$ cat config.mk
export PLATFORM = sky130hd
export DESIGN_NAME = cache_line_refill_ctrl
export DESIGN_NICKNAME = d
export VERILOG_FILES = /design/src/rtl/cache_line_refill_ctrl.sv
export SDC_FILE = /design/constraint.sdc
export NUM_CORES = 1
export LEC_CHECK = 0
export BUFFER_PORTS_ARGS = -buffer_cell sky130_fd_sc_hd__buf_2
export CAP_MARGIN = 0
export CELL_PAD_IN_SITES_DETAIL_PLACEMENT = 0
export CELL_PAD_IN_SITES_GLOBAL_PLACEMENT = 1
export CORE_UTILIZATION = 43
export CTS_CLUSTER_DIAMETER = 100
export CTS_CLUSTER_SIZE = 24
export DETAILED_ROUTE_END_ITERATION = 7
export GPL_TIMING_DRIVEN = 0
export PLACE_DENSITY = 0.86
export SETUP_SLACK_MARGIN = 0.2
export SLEW_MARGIN = 25
export SYNTH_ARGS = -nofsm -noshare
export SYNTH_HDL_FRONTEND = slang
export SYNTH_SLANG_ARGS = --single-unit
$ cat constraint.sdc
create_clock -name clk -period 6.4 [get_ports clk]
set_clock_uncertainty 0.2 [all_clocks]
set_input_delay 0.96 -clock clk [delete_from_list [all_inputs] [get_ports clk]]
set_output_delay 0.96 -clock clk [all_outputs]
set_load 0.02 [all_outputs]
$ cat src/rtl/cache_line_refill_ctrl.sv
// Cache line refill / victim write-back controller.
// Fetches a full cache line from memory in word-sized beats and hands it to
// the cache. If the cache asks to evict a dirty victim while the fresh line is
// being offered, the victim is written back first. After that the controller
// waits for the cache to confirm that it has stored the new line.
//
// Memory handshake (valid/ready): mem_req is the valid. A beat completes on
// any rising edge where mem_req and mem_ready are both high. mem_req, mem_we,
// mem_addr and mem_wdata are registered and do not change until that edge.
// mem_ready is ignored while mem_req is low.
module cache_line_refill_ctrl #(
  parameter int ADDR_WIDTH = 32,
  parameter int LINE_BYTES = 16,
  parameter int WORD_BYTES = 4
) (
  input  logic                      clk,
  input  logic                      rst_n,
  // core side
  input  logic                      miss_req,
  input  logic [ADDR_WIDTH-1:0]     miss_addr,
  input  logic [ADDR_WIDTH-1:0]     wb_addr,
  output logic                      req_ready,
  output logic                      fill_done,
  // cache side
  output logic                      cache_load_enable,
  output logic [LINE_BYTES*8-1:0]   cache_write_load_data,
  input  logic                      cache_status_ready,
  input  logic                      cache_save_data,
  input  logic [LINE_BYTES*8-1:0]   cache_write_back_data,
  output logic                      cache_save_ready,
  input  logic                      cache_load_complate,
  // memory side
  output logic                      mem_req,
  output logic                      mem_we,
  output logic [ADDR_WIDTH-1:0]     mem_addr,
  output logic [WORD_BYTES*8-1:0]   mem_wdata,
  input  logic [WORD_BYTES*8-1:0]   mem_rdata,
  input  logic                      mem_ready,
  // FSM state, for observation only
  output logic [2:0]                dbg_state
);

  localparam int BEATS     = LINE_BYTES / WORD_BYTES;
  localparam int WORD_BITS = WORD_BYTES * 8;
  localparam int LINE_BITS = LINE_BYTES * 8;
  localparam int OFF_W     = $clog2(LINE_BYTES);
  localparam int CNT_W     = (BEATS > 1) ? $clog2(BEATS) : 1;

  typedef enum logic [2:0] {
    S_IDLE      = 3'd0,
    S_FETCH     = 3'd1,
    S_HANDOFF   = 3'd2,
    S_WRITEBACK = 3'd3,
    S_SAVE_ACK  = 3'd4,
    S_WAIT_LOAD = 3'd5,
    S_DONE      = 3'd6
  } state_t;

  state_t                  state;
  state_t                  state_next;
  logic [CNT_W-1:0]        beat_cnt;
  logic [CNT_W-1:0]        cnt_inc;
  logic                    beat_fire;
  logic                    last_beat;
  logic [LINE_BITS-1:0]    line_buf;
  logic [LINE_BITS-1:0]    wb_buf;
  logic [ADDR_WIDTH-1:0]   miss_base;
  logic [ADDR_WIDTH-1:0]   wb_base;
  logic                    unused_inputs;

  // Line-aligned base addresses: offset bits inside the line are dropped.
  assign miss_base = {miss_addr[ADDR_WIDTH-1:OFF_W], {OFF_W{1'b0}}};
  assign wb_base   = {wb_addr[ADDR_WIDTH-1:OFF_W], {OFF_W{1'b0}}};

  // Victim status and the in-line offset bits carry no meaning here.
  assign unused_inputs = ^{cache_status_ready, miss_addr[OFF_W-1:0], wb_addr[OFF_W-1:0]};

  assign beat_fire = mem_req & mem_ready;
  assign last_beat = (beat_cnt == CNT_W'(BEATS - 1));
  assign cnt_inc   = beat_cnt + 1'b1;

  assign cache_write_load_data = line_buf;
  assign dbg_state             = state;

  // State register.
  always_ff @(posedge clk or negedge rst_n) begin
    if (!rst_n) begin
      state <= S_IDLE;
    end else begin
      state <= state_next;
    end
  end

  // Next-state logic and state-decoded status outputs.
  always_comb begin
    state_next        = state;
    req_ready         = 1'b0;
    fill_done         = 1'b0;
    cache_load_enable = 1'b0;
    cache_save_ready  = 1'b0;
    case (state)
      S_IDLE: begin
        req_ready = 1'b1;
        if (miss_req) state_next = S_FETCH;
      end
      S_FETCH: begin
        if (beat_fire && last_beat) state_next = S_HANDOFF;
      end
      S_HANDOFF: begin
        cache_load_enable = 1'b1;
        // An eviction request wins over completion in the same cycle.
        if (cache_save_data)          state_next = S_WRITEBACK;
        else if (cache_load_complate) state_next = S_DONE;
      end
      S_WRITEBACK: begin
        cache_load_enable = 1'b1;
        if (beat_fire && last_beat) state_next = S_SAVE_ACK;
      end
      S_SAVE_ACK: begin
        cache_load_enable = 1'b1;
        cache_save_ready  = 1'b1;
        state_next        = S_WAIT_LOAD;
      end
      S_WAIT_LOAD: begin
        // A second eviction request here is ignored: one write-back per miss.
        cache_load_enable = 1'b1;
        if (cache_load_complate) state_next = S_DONE;
      end
      S_DONE: begin
        fill_done  = 1'b1;
        state_next = S_IDLE;
      end
      default: begin
        state_next = S_IDLE;
      end
    endcase
  end

  // Beat issue, beat counter and the two line buffers. The refill buffer is
  // only written during FETCH, so it is frozen while the cache holds it.
  always_ff @(posedge clk or negedge rst_n) begin
    if (!rst_n) begin
      beat_cnt  <= '0;
      line_buf  <= '0;
      wb_buf    <= '0;
      mem_req   <= 1'b0;
      mem_we    <= 1'b0;
      mem_addr  <= '0;
      mem_wdata <= '0;
    end else begin
      case (state)
        S_IDLE: begin
          if (miss_req) begin
            beat_cnt  <= '0;
            mem_req   <= 1'b1;
            mem_we    <= 1'b0;
            mem_addr  <= miss_base;
            mem_wdata <= '0;
          end
        end
        S_FETCH: begin
          if (beat_fire) begin
            line_buf[beat_cnt*WORD_BITS +: WORD_BITS] <= mem_rdata;
            if (last_beat) begin
              mem_req  <= 1'b0;
              beat_cnt <= '0;
            end else begin
              beat_cnt <= cnt_inc;
              mem_addr <= mem_addr + ADDR_WIDTH'(WORD_BYTES);
            end
          end
        end
        S_HANDOFF: begin
          if (cache_save_data) begin
            wb_buf    <= cache_write_back_data;
            beat_cnt  <= '0;
            mem_req   <= 1'b1;
            mem_we    <= 1'b1;
            mem_addr  <= wb_base;
            mem_wdata <= cache_write_back_data[WORD_BITS-1:0];
          end
        end
        S_WRITEBACK: begin
          if (beat_fire) begin
            if (last_beat) begin
              mem_req   <= 1'b0;
              mem_we    <= 1'b0;
              mem_wdata <= '0;
              beat_cnt  <= '0;
            end else begin
              beat_cnt  <= cnt_inc;
              mem_addr  <= mem_addr + ADDR_WIDTH'(WORD_BYTES);
              mem_wdata <= wb_buf[cnt_inc*WORD_BITS +: WORD_BITS];
            end
          end
        end
        default: begin
        end
      endcase
    end
  end

endmodule
==> impl_metrics.py <==
metrics = {
    "detailed_routing": {
        "ant_nets": 0,
        "drt_iter0_drc": 870,
        "detail_route.wl_per_cell_um": 20.6,
        "wirelength_um": 46400,
        "drc_errors": 0,
        "firstDrtPassIters": 5,
        "vias_per_cell": 5.50,
        "vias": 12400,
    },
    "timing": {
        "holdWs_ps": 212,
        "period_minus_slack_ps": 3490,
        "finalHoldViolations": 0,
        "timing.final.ws_setup_ps": 2910,
        "relSlewSlack_pct": 34.7,
        "max_freq_mhz": 287,
        "tightest_slew_ps": 978,
        "finalSetupViolations": 0,
        "tns_ps": 0,
        "fin_crit_sh_pct": 54.5,
        "slew_viol_final": 0,
        "rsz0062_at_grt": "false",
    },
    "pwr": {
        "p_clk_share_pct": 34.5,
        "pwr_density_cell_nw_per_um2": 189,
        "p_sw_uw": 775,
        "power.leakage_nw": 8.93,
        "p_comb_share_pct": 4.6,
        "pwr-share-seq_pct": 60.9,
        "p_total_mw": 3.38,
        "p_int_mw": 2.60,
        "ir_drop_uv": 226,
        "sw_frac_of_total_pct": 22.9,
    },
    "placement": {
        "place_area_um2": 17400,
        "dp.cells": 2222,
        "pre_cts_slack_ps": 2900,
        "place_hpwl_um": 35000,
        "routabilityCongestion": 0.904,
        "port_buffers": 420,
    },
    "status": {
        "outcome": "completed",
    },
    "cts": {
        "cts_setup_buffers": 0,
        "clkTransAtPathRegs_ps": 100,
        "cts_tree": "built",
        "holdBufCountCts": 0,
        "clock_path_buffers": 3,
        "cts_resized": 0,
        "h-tree-depth": 1,
        "clk_latency_ps": 520,
        "cts.sinks": 325,
        "cts-root-buf": "clkbuf_16",
        "cts_buffers": 17,
    },
    "global_route": {
        "globalRouteOverflowTotal": 0,
        "grt_pass1_vias": 12100,
        "antenna_found_initial": 19,
        "track_usage_pct": 26.2,
        "grt_max_degree": 90,
        "grt_pass1_wl_um": 71700,
    },
    "layout": {
        "instances_no_fill": 2252,
        "fill_cells": 3123,
        "area_delta_synth_final_pct": 22.1,
        "layout-drive-gt1-share_pct": 30.2,
        "final_util_pct": 53.4,
        "fin_nets": 2034,
        "fin_area_um2": 17900,
    },
    "worst_setup_path": {
        "crit_chain": "buf_4, inv_1, ha_1, clkbuf_1, nor3b_1, clkbuf_1, nand2_1, o21ai_0",
        "worst_ep_arrival_time_ps": 3710,
        "startpoint_type": "flip-flop",
        "critPathMaxStageDelay_ps": 860,
        "crit_top_cell": "clkbuf_1",
        "crit_slowest_cell": "nor3b_1",
        "critPathBufInv": 4,
        "path_delay_family": "buffers and inverters",
        "crit_path_max_fanout": 10,
        "cp-end-kind": "flip-flop",
        "crit_type": "reg -> reg",
        "worstPathRequired_ps": 6630,
    },
    "yosys": {
        "synth_cell_types": 54,
        "async_reset_ff_share_pct": 100,
        "yosysTopAreaCellShare_pct": 55.5,
        "syn_area_um2": 14700,
        "yosysWarnings": 0,
        "syn_area_per_cell_um2": 10.9,
        "synth-edff-count": 0,
        "ys_ff_latch": 325,
        "synth_top_cell_by_area": "dfrtp_1",
        "yosys_most_used_dff": "dfrtp_1",
        "netlist_instances": 1350,
        "synth-seq-area-share_pct": 55.5,
        "synthTopCellsByArea": "dfrtp_1 55%, mux2_1 8.2%, nand2_1 8.2%",
    },
    "floorplanning": {
        "die_x_um": 187,
        "start_util_pct": 43.7,
        "core_area_um2": 33500,
        "rows": 67,
        "die_area_um2": 34800,
        "pin_count": 432,
        "die_h_um": 187,
    },
    "run": {
        "maxCapViolCount": 0,
    },
    "min_path": {
        "hp-class": "in -> async",
    },
}
[kinds of logic after synthesis]
family	Yosys count	synth area share, %
flops	325	55.5
compound gates	320	13.1
fa+ha+maj	10	0.854
simple gates	421	12.1
buf+inv	110	3.40
other cells	1	0.0256
mux	163	15.1
[layout by cell type (no fill, tap or decap), drive strengths merged, types with 4 or more instances in the layout]
cell     Yosys  final
buf         36    459
ha          10     10
o2bb2ai      5      5
nand2      320    320
nor2b        6      6
a22o         6      6
a221oi       5      5
nor2        24     24
inv         11     12
dfrtp      325    325
o21ai      204    204
nand4       10     10
a31oi        5      5
mux4        32     32
a222oi       6      6
diode        0     11
nand3       13     13
clkbuf      62     79
nor3        21     21
o31ai        4      4
o22ai        6      6
mux2       130    130
nor3b        4      4
and3         5      5
nor4         6      6
a21oi       17     17
a22oi       47     47
[synthesized netlist by cell type (5+ instances only)]
library cell	number
a31oi_1	5
nor2b_1	6
mux2_1	107
nand4_1	9
dfrtp_1	325
nor4_1	6
nor3_1	20
o22ai_1	6
mux2_2	23
clkbuf_1	62
buf_2	17
nand3_1	13
a221oi_1	5
a21oi_1	16
a22o_1	6
a22oi_1	47
buf_4	17
inv_1	11
mux4_2	32
o21ai_0	173
o2bb2ai_1	5
ha_1	10
a222oi_1	6
nor2_1	24
nand2_1	319
and3_1	5
o21ai_1	31
[power by group through the flow]
stage               registers [mW]  logic, mW  clock network, mW
floorplan                     2.10     0.0125                  0
global placement              2.10      0.147                  0
detailed placement            2.10      0.157                  0
CTS                           2.06      0.157               1.19
global route                  2.06      0.172               1.26
finish                        2.06      0.155               1.17
[per-layer routing]
layer / global-route usage [%] / vias to the layer above / wire length [um]
li1: - / 5642 / -
met2: 42.4 / 511 / 22200
met1: 34.5 / 6133 / 18800
met4: 8.76 / 18 / 1470
met5: 0 / - / 106
met3: 6.51 / 85 / 3810
[path summary, 6_finish.rpt]
path                       cells after the start                         to                 startpoint  slack (ps)
hold / removal                                 1                 wb_buf[57]                      rst_n         210
setup reg to reg                               8  cache_write_load_data[73]                beat_cnt[0]        2910
min in group clk                               2  cache_write_load_data[43]  cache_write_load_data[43]         280
hold reg to reg                                2  cache_write_load_data[43]  cache_write_load_data[43]         280
max in group asynchronous                      3               mem_addr[21]                      rst_n        4520
setup / recovery                               8  cache_write_load_data[73]                beat_cnt[0]        2910
[worst register-to-register path: cells and delay by family (launching register included)]
family                   cells  cell delay, ps
adder cells (fa/ha/maj)      1             290
AND/OR/NAND/NOR              2             960
AO/OA/AOI/OAI                1             170
buffers and inverters        4            1330
flip-flops                   1             450
[layout make-up]
type / count / area [um2] / area share [%]
inverter: 12 / 45.0 / 0.252
sequential: 325 / 8130 / 45.5
multi-input combinational: 916 / 6030 / 33.7
clock inverter: 2 / 25.0 / 0.140
tap: 448 / 561 / 3.13
antenna: 11 / 27.5 / 0.154
timing repair buffer: 423 / 2190 / 12.3
buffer: 98 / 453 / 2.53
clock buffer: 17 / 425 / 2.38
[registers in the layout (all words and copies together), names as in the netlist]
signal                 cells
cache_write_load_data    128
wb_buf                   128
mem_wdata                 32
mem_addr                  30
dbg_state                  3
beat_cnt                   2
mem_req                    1
mem_we                     1
No activity file was read; power rests on OpenSTA's default activity.
